[src/rtl/mux_arb_n.sv]
// N-channel arbitrating multiplexer with a single registered output slot.
// Grant is fixed-priority (MODE=0) or round-robin (MODE=1), with an optional
// manual select override. One beat per cycle sustained through the output
// register.
module mux_arb_n #(
  parameter int unsigned N    = 4,
  parameter int unsigned W    = 8,
  parameter int unsigned MODE = 1,
  localparam int unsigned SW  = $clog2(N)
) (
  input  logic             clk,
  input  logic             reset,
  input  logic [N-1:0]     in_valid,
  input  logic [N*W-1:0]   in_data,
  output logic [N-1:0]     in_ready,
  input  logic             sel_en,
  input  logic [SW-1:0]    sel,
  output logic             out_valid,
  output logic [W-1:0]     out_data,
  output logic [SW-1:0]    out_ch,
  input  logic             out_ready
);

  localparam logic [SW:0] NV = (SW+1)'(N);

  logic [SW-1:0] ptr;
  logic [N-1:0]  grant;
  logic [SW-1:0] g_idx;
  logic [SW-1:0] ptr_next;
  logic [SW:0]   pos;
  logic          found;
  logic          space;
  logic          xfer_in;
  logic [W-1:0]  ch_data [N];

  // Unpack the flat data bus into per-channel words.
  for (genvar gi = 0; gi < N; gi++) begin : g_unpack
    assign ch_data[gi] = in_data[gi*W +: W];
  end

  // Grant selection: manual override, else a circular search starting at ptr
  // (round-robin) or at 0 (fixed priority). ptr < N, so one wrap subtraction
  // keeps the search position in range.
  always_comb begin
    grant = '0;
    g_idx = '0;
    found = 1'b0;
    pos   = '0;
    if (sel_en) begin
      if (({1'b0, sel} < NV) && in_valid[sel]) begin
        grant[sel] = 1'b1;
        g_idx      = sel;
      end
    end else begin
      for (int unsigned k = 0; k < N; k++) begin
        pos = (MODE == 0) ? (SW+1)'(k) : ({1'b0, ptr} + (SW+1)'(k));
        if (pos >= NV) pos = pos - NV;
        if (!found && in_valid[pos[SW-1:0]]) begin
          grant[pos[SW-1:0]] = 1'b1;
          g_idx              = pos[SW-1:0];
          found              = 1'b1;
        end
      end
    end
  end

  // Handshake: accept only when the output slot is free or draining.
  assign space    = ~out_valid | out_ready;
  assign in_ready = (space && !reset) ? grant : '0;
  assign xfer_in  = |in_ready;
  assign ptr_next = (g_idx == SW'(N-1)) ? '0 : g_idx + 1'b1;

  // Output register and round-robin pointer.
  always_ff @(posedge clk or posedge reset) begin
    if (reset) begin
      out_valid <= 1'b0;
      out_data  <= '0;
      out_ch    <= '0;
      ptr       <= '0;
    end else begin
      if (xfer_in) begin
        out_valid <= 1'b1;
        out_data  <= ch_data[g_idx];
        out_ch    <= g_idx;
        if (!sel_en && MODE == 1) ptr <= ptr_next;
      end else if (out_ready) begin
        out_valid <= 1'b0;
      end
    end
  end

endmodule

[config.mk]
export PLATFORM = sky130hd
export DESIGN_NAME = mux_arb_n
export DESIGN_NICKNAME = d
export VERILOG_FILES = /design/src/rtl/mux_arb_n.sv
export SDC_FILE = /design/constraint.sdc
export NUM_CORES = 1
export LEC_CHECK = 0
export BUFFER_PORTS_ARGS = -buffer_cell sky130_fd_sc_hd__buf_2
export CAP_MARGIN = 10
export CORE_ASPECT_RATIO = 0.7
export CORE_MARGIN = 2
export CORE_UTILIZATION = 30
export CTS_BUF_LIST = sky130_fd_sc_hd__clkbuf_16
export DETAILED_ROUTE_END_ITERATION = 8
export HOLD_SLACK_MARGIN = 0.06
export SLEW_MARGIN = 20
export SYNTH_ARGS = -nofsm -noshare
export SYNTH_HDL_FRONTEND = slang
export SYNTH_SLANG_ARGS = --single-unit
[constraint.sdc]
create_clock -name clk -period 3.5 [get_ports clk]
set_input_delay 0.35 -clock clk [delete_from_list [all_inputs] [get_ports clk]]
set_output_delay 0.35 -clock clk [all_outputs]
set_load 0.01 [all_outputs]
==> impl_results.md, run 1 <==
- Final hold vios: 0
- Post-DP HPWL: 2760 um
- Clock insertion delay at the later pin of the skew report: 0.24 ns
- Sequential cell area fraction in the yosys report: 0.221
- Starting DRT DRC Count: 68
- Cell Chain, Critical Path: inv_1, ha_1, nor4bb_1, a22oi_1, a21boi_0, o41ai_1, nand4_1, buf_4, mux2_4
- WP data arrival: 3.32 ns
- Slowest CP cell: o41ai_1
- Syn nets: 188
- ANT cells: 0
- Crit path from: ptr[1]$_DFFE_PP0P_
- Post-Syn Area per Cell: 10.6 um2
- FILL cells: 483
- Worst-path clk slew: 0.04 ns
- Cell count after synthesis: 139
- Die Ht: 62.5 um
- Layout cells sized above 1: 0.472
- Critical Path Source Type: flip-flop
- CTS root buffer: clkbuf_16
- Area of the multi-input gates: 1020 um2
- CP Class: reg -> reg
- Post-DR wirelength/cell: 13.3 um
- Cts repair resizes: 0
- Fmax: 312 MHz
- Least-Margin Pin Slew: 0.575 ns
- Chip Width: 87.6 um
- IO Port Bufs: 56
- Setup TNS: 0 ns
- GP Congestion: 0.874
- Fin area: 1850 um2
- Synthesized area: 1470 um2
- Reg-to-reg slack, setup: 0.30 ns
- Hold-fix buffers at CTS: 0
- Peak supply drop: 0.000214 V
- Final setup violation count: 0
- H-tree Lvls: 1
- Final Cycle Share: 0.914
- Max Slew Vio Count: 0
- Core area: 4760 um2
- RSZ-0062 raised after global routing: false
- Min-Delay Path Class: in -> async
- Synthesis-to-layout area growth: 26.2%
- Grt total ovfl: 0
- Antenna violations before repair: 0
- CTS tree: built
- PD cells: 739 nW/um2
- Crit Reg-Reg Endpoint: out_ch[1]$_DFFE_PP0P_
- Row cnt: 21
- CTS Buf Count: 3
- Pin count of the biggest net entering global routing: 17
- GRT Total Usage: 0.135
- Skew final: 0.000341 ns
- Clock tree buffer depth: 2
- DRC violations left: 0
- Flops & latches, synth: 13
- Placement-stage worst setup slack: 0.316 ns
- Worst setup margin: 0.299 ns
- Fin crit period: 3.20 ns
- Critical path peak fanout: 11
- Routed Wire Length: 3490 um
- CTS sink count: 13
- Reg2reg start: ptr[1]$_DFFE_PP0P_
- First-pass GRT wire length: 5910 um
- Critical Path Sink Type: flip-flop
- Max_cap viols: 0
- Die area: 5480 um2
- Vias in the first global route: 1185
- Drt pass-1 iters: 4
- DR vias/cell: 4.84
- Post-CTS Setup Bufs: 0
- Final layout net count: 243
- Slew HR: 0.612
- Synth Warn #: 0
- Routed via count: 1269
- Status: complete, no violations
- Register Area: 325 um2
- Initial core utilization: 0.309
- Io pins: 57
- Slowest cell delay on critical path: 0.61 ns
- Leak pwr: 0.871 nW
- DP Area: 1780 um2
- Distinct cells, synth: 37
- Final ANT Viol Nets: 0
- Critical Path RT: 3.62 ns
- Reg2reg path depth: 9
==> routing by layer <==
layer | GRT usage | vias up | part of all wire
li1 | - | 631 | -
met1 | 0.200 | 608 | 0.47
met2 | 0.203 | 28 | 0.48
met3 | 0.0251 | 2 | 0.040
met4 | 0.0346 | 0 | 0.0072
met5 | 0 | - | 0
==> cell type report <==
class,count,area share
timing repair buffer,60,0.167
clock inverter,1,0.00202
inverter,10,0.0202
multi-input combinational,106,0.548
clock buffer,3,0.0405
tap,69,0.0466
sequential,13,0.175
==> worst max-delay path: cells and delay by family (launching register included) <==
| kind | cells | cell delay (ns) |
|---|---|---|
| compound gates | 3 | 1.27 |
| fa+ha+maj | 1 | 0.38 |
| buf+inv | 2 | 0.40 |
| flops | 1 | 0.37 |
| mux | 1 | 0.31 |
| simple gates | 2 | 0.36 |
==> registers in the layout (all words and copies together), names as in the netlist <==
| register | count |
|---|---|
| out_ch | 2 |
| out_data | 8 |
| out_valid | 1 |
| ptr | 2 |
==> cell usage in the layout, fill, tap and decap left out, types with 2 or more instances in the layout <==
master	netlist	final
buf_2	0	56
dfrtp_1	13	13
nand2_1	12	12
inv_1	10	11
a21oi_1	10	10
mux4_2	10	10
mux2_4	8	8
mux2_2	7	7
ha_1	7	7
nand2b_1	6	6
o21ai_0	5	5
nor3b_1	4	4
mux2i_1	4	4
buf_4	2	4
nor2_1	3	3
nor3_1	3	3
a21boi_0	3	3
o41ai_1	3	3
clkbuf_16	0	3
nand3b_1	2	2
a2111o_1	2	2
o31ai_1	2	2
==> stage by stage <==
step	util	total power, mW	std cells	hold WS [ns]
after global routing	0.390	1.48	262	0.190
after CTS	0.390	1.38	262	0.159
after detailed placement	0.373	1.17	258	0.414
after global placement	0.373	1.17	258	0.420
after floorplan	-	0.997	139	0.235
final	0.390	1.37	262	0.133
==> Yosys cell counts <==
cell,count,share of area
nor3b_1,4,0.020
a2111o_1,2,0.015
a22oi_1,1,0.0051
nand4_1,1,0.0043
nand3_2,1,0.0068
mux2_2,7,0.054
nor4bb_1,1,0.0068
xor2_1,1,0.0060
buf_4,2,0.010
o41ai_1,3,0.018
nand2b_1,6,0.026
nor2_1,3,0.0077
a21oi_1,10,0.034
clkbuf_1,2,0.0051
nand2_1,12,0.031
mux2_4,8,0.082
nand4b_1,1,0.0060
nand3b_1,2,0.010
a41oi_1,1,0.0060
mux2i_1,4,0.027
a21boi_0,3,0.015
mux4_2,10,0.15
a32oi_2,1,0.011
nand3_1,1,0.0034
a31oi_2,1,0.0085
nor2b_1,1,0.0043
dfrtp_1,13,0.22
or2b_1,1,0.0051
inv_1,10,0.026
buf_6,6,0.046
ha_1,7,0.060
o21ai_0,5,0.017
o22ai_1,1,0.0043
mux4_1,1,0.018
nor3_1,3,0.010
or3b_1,1,0.0060
o31ai_1,2,0.010
==> cells by family after synthesis <==
| group | after synthesis | share of synthesized area |
|---|---|---|
| AOI/OAI and AO/OA | 30 | 0.145 |
| xor gates and xnor gates | 1 | 0.00596 |
| adders and majority gates | 7 | 0.0596 |
| buffers and inverters | 20 | 0.0869 |
| DFF | 13 | 0.221 |
| muxes | 30 | 0.334 |
| and+or+nand+nor | 38 | 0.147 |
==> power by group <==
group | leakage, nW | switching, mW | internal [mW] | total [mW]
Combinational | 0.677 | 0.435 | 0.458 | 0.893
Sequential | 0.152 | 0.0383 | 0.230 | 0.268
Clock | 0.0423 | 0.0585 | 0.150 | 0.209
==> how the worst max path moves through the flow <==
stage                                    to  slack [ns]  depth (start not counted)
floorplan           out_data[1]$_DFFE_PP0P_        0.53                         11
global placement    out_data[1]$_DFFE_PP0P_        0.29                          9
detailed placement  out_data[7]$_DFFE_PP0P_        0.32                          9
CTS                   out_ch[1]$_DFFE_PP0P_        0.28                          9
global route          out_ch[1]$_DFFE_PP0P_        0.06                          9
finish                out_ch[1]$_DFFE_PP0P_        0.30                          9
Power figures use the tool's default switching activity.
==> run 2, diff against run 1 <==
--- a/config.mk
+++ b/config.mk
@@ -9,10 +9,10 @@
 export CAP_MARGIN = 10
 export CORE_ASPECT_RATIO = 0.7
 export CORE_MARGIN = 2
-export CORE_UTILIZATION = 30
-export CTS_BUF_LIST = sky130_fd_sc_hd__clkbuf_16
+export CORE_UTILIZATION = 49
 export DETAILED_ROUTE_END_ITERATION = 8
 export HOLD_SLACK_MARGIN = 0.06
+export PLACE_DENSITY = 0.8
 export SLEW_MARGIN = 20
 export SYNTH_ARGS = -nofsm -noshare
 export SYNTH_HDL_FRONTEND = slang
==> run 2 against run 1 <==
- hold slack gained 0.0025 ns
- critical path type is now reg -> out
- clock skew increased by 0.00097 ns
- global-route usage up 9.6 points
- worst setup slack worse by 0.0098 ns
- sequential share of layout area up 0.61 points
- count of clock-buffer cells in the layout is the same
- largest power group unchanged
- first-iteration DRC count shrank 25%
- register-to-register slack barely moved
- combinational power increased by 2%
- final area fell by 3.4%
- critical path depth stayed put
==> impl_results.md, run 2 (synthesized netlist as in run 1, its figures left out) <==
- Fin cells: 229
- Routed via count: 1331
- IO Port Bufs: 56
- PD cells: 736 nW/um2
- Final setup violation count: 0
- Status: complete, no violations
- Starting DRT DRC Count: 51
- Critical Path Sink Type: primary output
- Grt total ovfl: 0
- CTS tree: built
- Final hold vios: 0
- Drt pass-1 iters: 4
- Clock insertion delay at the later pin of the skew report: 0.25 ns
- Initial core utilization: 0.520
- Post-DP HPWL: 2990 um
- Row cnt: 16
- Peak supply drop: 0.000364 V
- GRT Total Usage: 0.231
- CP Class: reg -> out
- WP data arrival: 2.86 ns
- Worst setup margin: 0.290 ns
- CTS root buffer: clkbuf_8
- Post-CTS Setup Bufs: 0
- CTS sink count: 13
- Skew final: 0.00131 ns
- Slew HR: 0.549
- Pin count of the biggest net entering global routing: 17
- Fin crit period: 3.21 ns
- Worst-path clk slew: 0.06 ns
- Vias in the first global route: 1367
- Max Slew Vio Count: 0
- Leak pwr: 0.854 nW
- Layout cells sized above 1: 0.477
- Clock tree buffer depth: 2
- Die area: 3460 um2
- Least-Margin Pin Slew: 0.668 ns
- Final layout net count: 243
- Chip Width: 69.4 um
- Reg2reg start: ptr[0]$_DFFE_PP0P_
- Synthesis-to-layout area growth: 22.0%
- Largest Register: out_data
- Placement-stage worst setup slack: 0.226 ns
- Hold-fix buffers at CTS: 0
- Crit path from: ptr[0]$_DFFE_PP0P_
- First-pass GRT wire length: 6360 um
- Final Cycle Share: 0.917
- ANT cells: 0
- Biggest regs: out_data (8), out_ch (2), ptr (2)
- Final ANT Viol Nets: 0
- Routed Wire Length: 3820 um
- Power, Total: 1.32 mW
- Io pins: 57
- Setup TNS: 0 ns
- H-tree Lvls: 1
- Dpl cells: 225
- DR vias/cell: 5.81
- GP Congestion: 0.806
- Critical Path RT: 3.15 ns
- Critical path peak fanout: 10
- Commonest non-fill, non-tap cell in the layout: buf_2
- Critical Path Source Type: flip-flop
- RSZ-0062 raised after global routing: false
- Max reg flops: 8
- Cts repair resizes: 0
- Register Area: 325 um2
- Area of the multi-input gates: 1030 um2
- Post-DR wirelength/cell: 16.7 um
- Max_cap viols: 0
- Fmax: 311 MHz
- Min-Delay Path Class: in -> async
- Core area: 2820 um2
- Die Ht: 49.8 um
- Antenna violations before repair: 0
- DRC violations left: 0
- CTS Buf Count: 3
- Commonest non-fill, non-tap cells in the layout: 56 x buf_2, 13 x dfrtp_1, 12 x nand2_1
- FILL cells: 216
run 2: cell count changes in the layout (fill, tap and decap cells not counted), sizes merged:
| cell | before | now |
|---|---|---|
| inv | 11 | 10 |
| clkinv | 0 | 1 |
run 2: path summary, 6_finish.rpt:
check	cells after the start	slack, ns	endpoint
max in group asynchronous	2	3.01	ptr[1]$_DFFE_PP0P_
min in group clk	3	0.40	out_valid$_DFFE_PP0P_
min	2	0.14	out_data[4]$_DFFE_PP0P_
min reg2reg	1	0.51	out_data[0]$_DFFE_PP0P_
max reg2reg	10	0.31	out_ch[1]$_DFFE_PP0P_
max	9	0.29	in_ready[0]
run 2: critical path, cell delays in order, from the launching register on:
cell and delay, ns:
dfrtp_1 0.38, inv_1 0.16, ha_1 0.37, nor4bb_1 0.19, a22oi_1 0.29, buf_4 0.20
a21boi_0 0.09, o41ai_1 0.66, inv_1 0.11, buf_2 0.17
run 2: per-stage QoR:
stage / util / hold WS, ns / area [um2]
2_1_floorplan: - / 0.235 / 1470
3_3_place_gp: 0.614 / 0.391 / 1730
3_5_place_dp: 0.614 / 0.420 / 1730
4_1_cts: 0.631 / 0.151 / 1780
5_1_grt: 0.635 / 0.176 / 1790
6_report: 0.635 / 0.135 / 1790
run 2: layout make-up:
cell class | count | area share
clock inverters | 1 | 0.00279
inverters | 10 | 0.0209
repair buffers | 60 | 0.173
flip-flops and latches | 13 | 0.182
clock buffers | 3 | 0.0230
multi-input cells | 106 | 0.573
well taps | 36 | 0.0251
run 2: metal layers:
layer / share of wire / GRT usage / wire (um)
met1: 0.43 / 0.282 / 1640
met2: 0.49 / 0.410 / 1890
met3: 0.060 / 0.0429 / 228
met4: 0.016 / 0.0850 / 60
met5: 0 / 0 / 0
run 2: report_power, final:
part	total, mW	switching (mW)	internal [mW]
registers	0.274	0.0442	0.230
clock network	0.137	0.0585	0.0788
logic	0.907	0.450	0.457
total	1.32	0.552	0.765
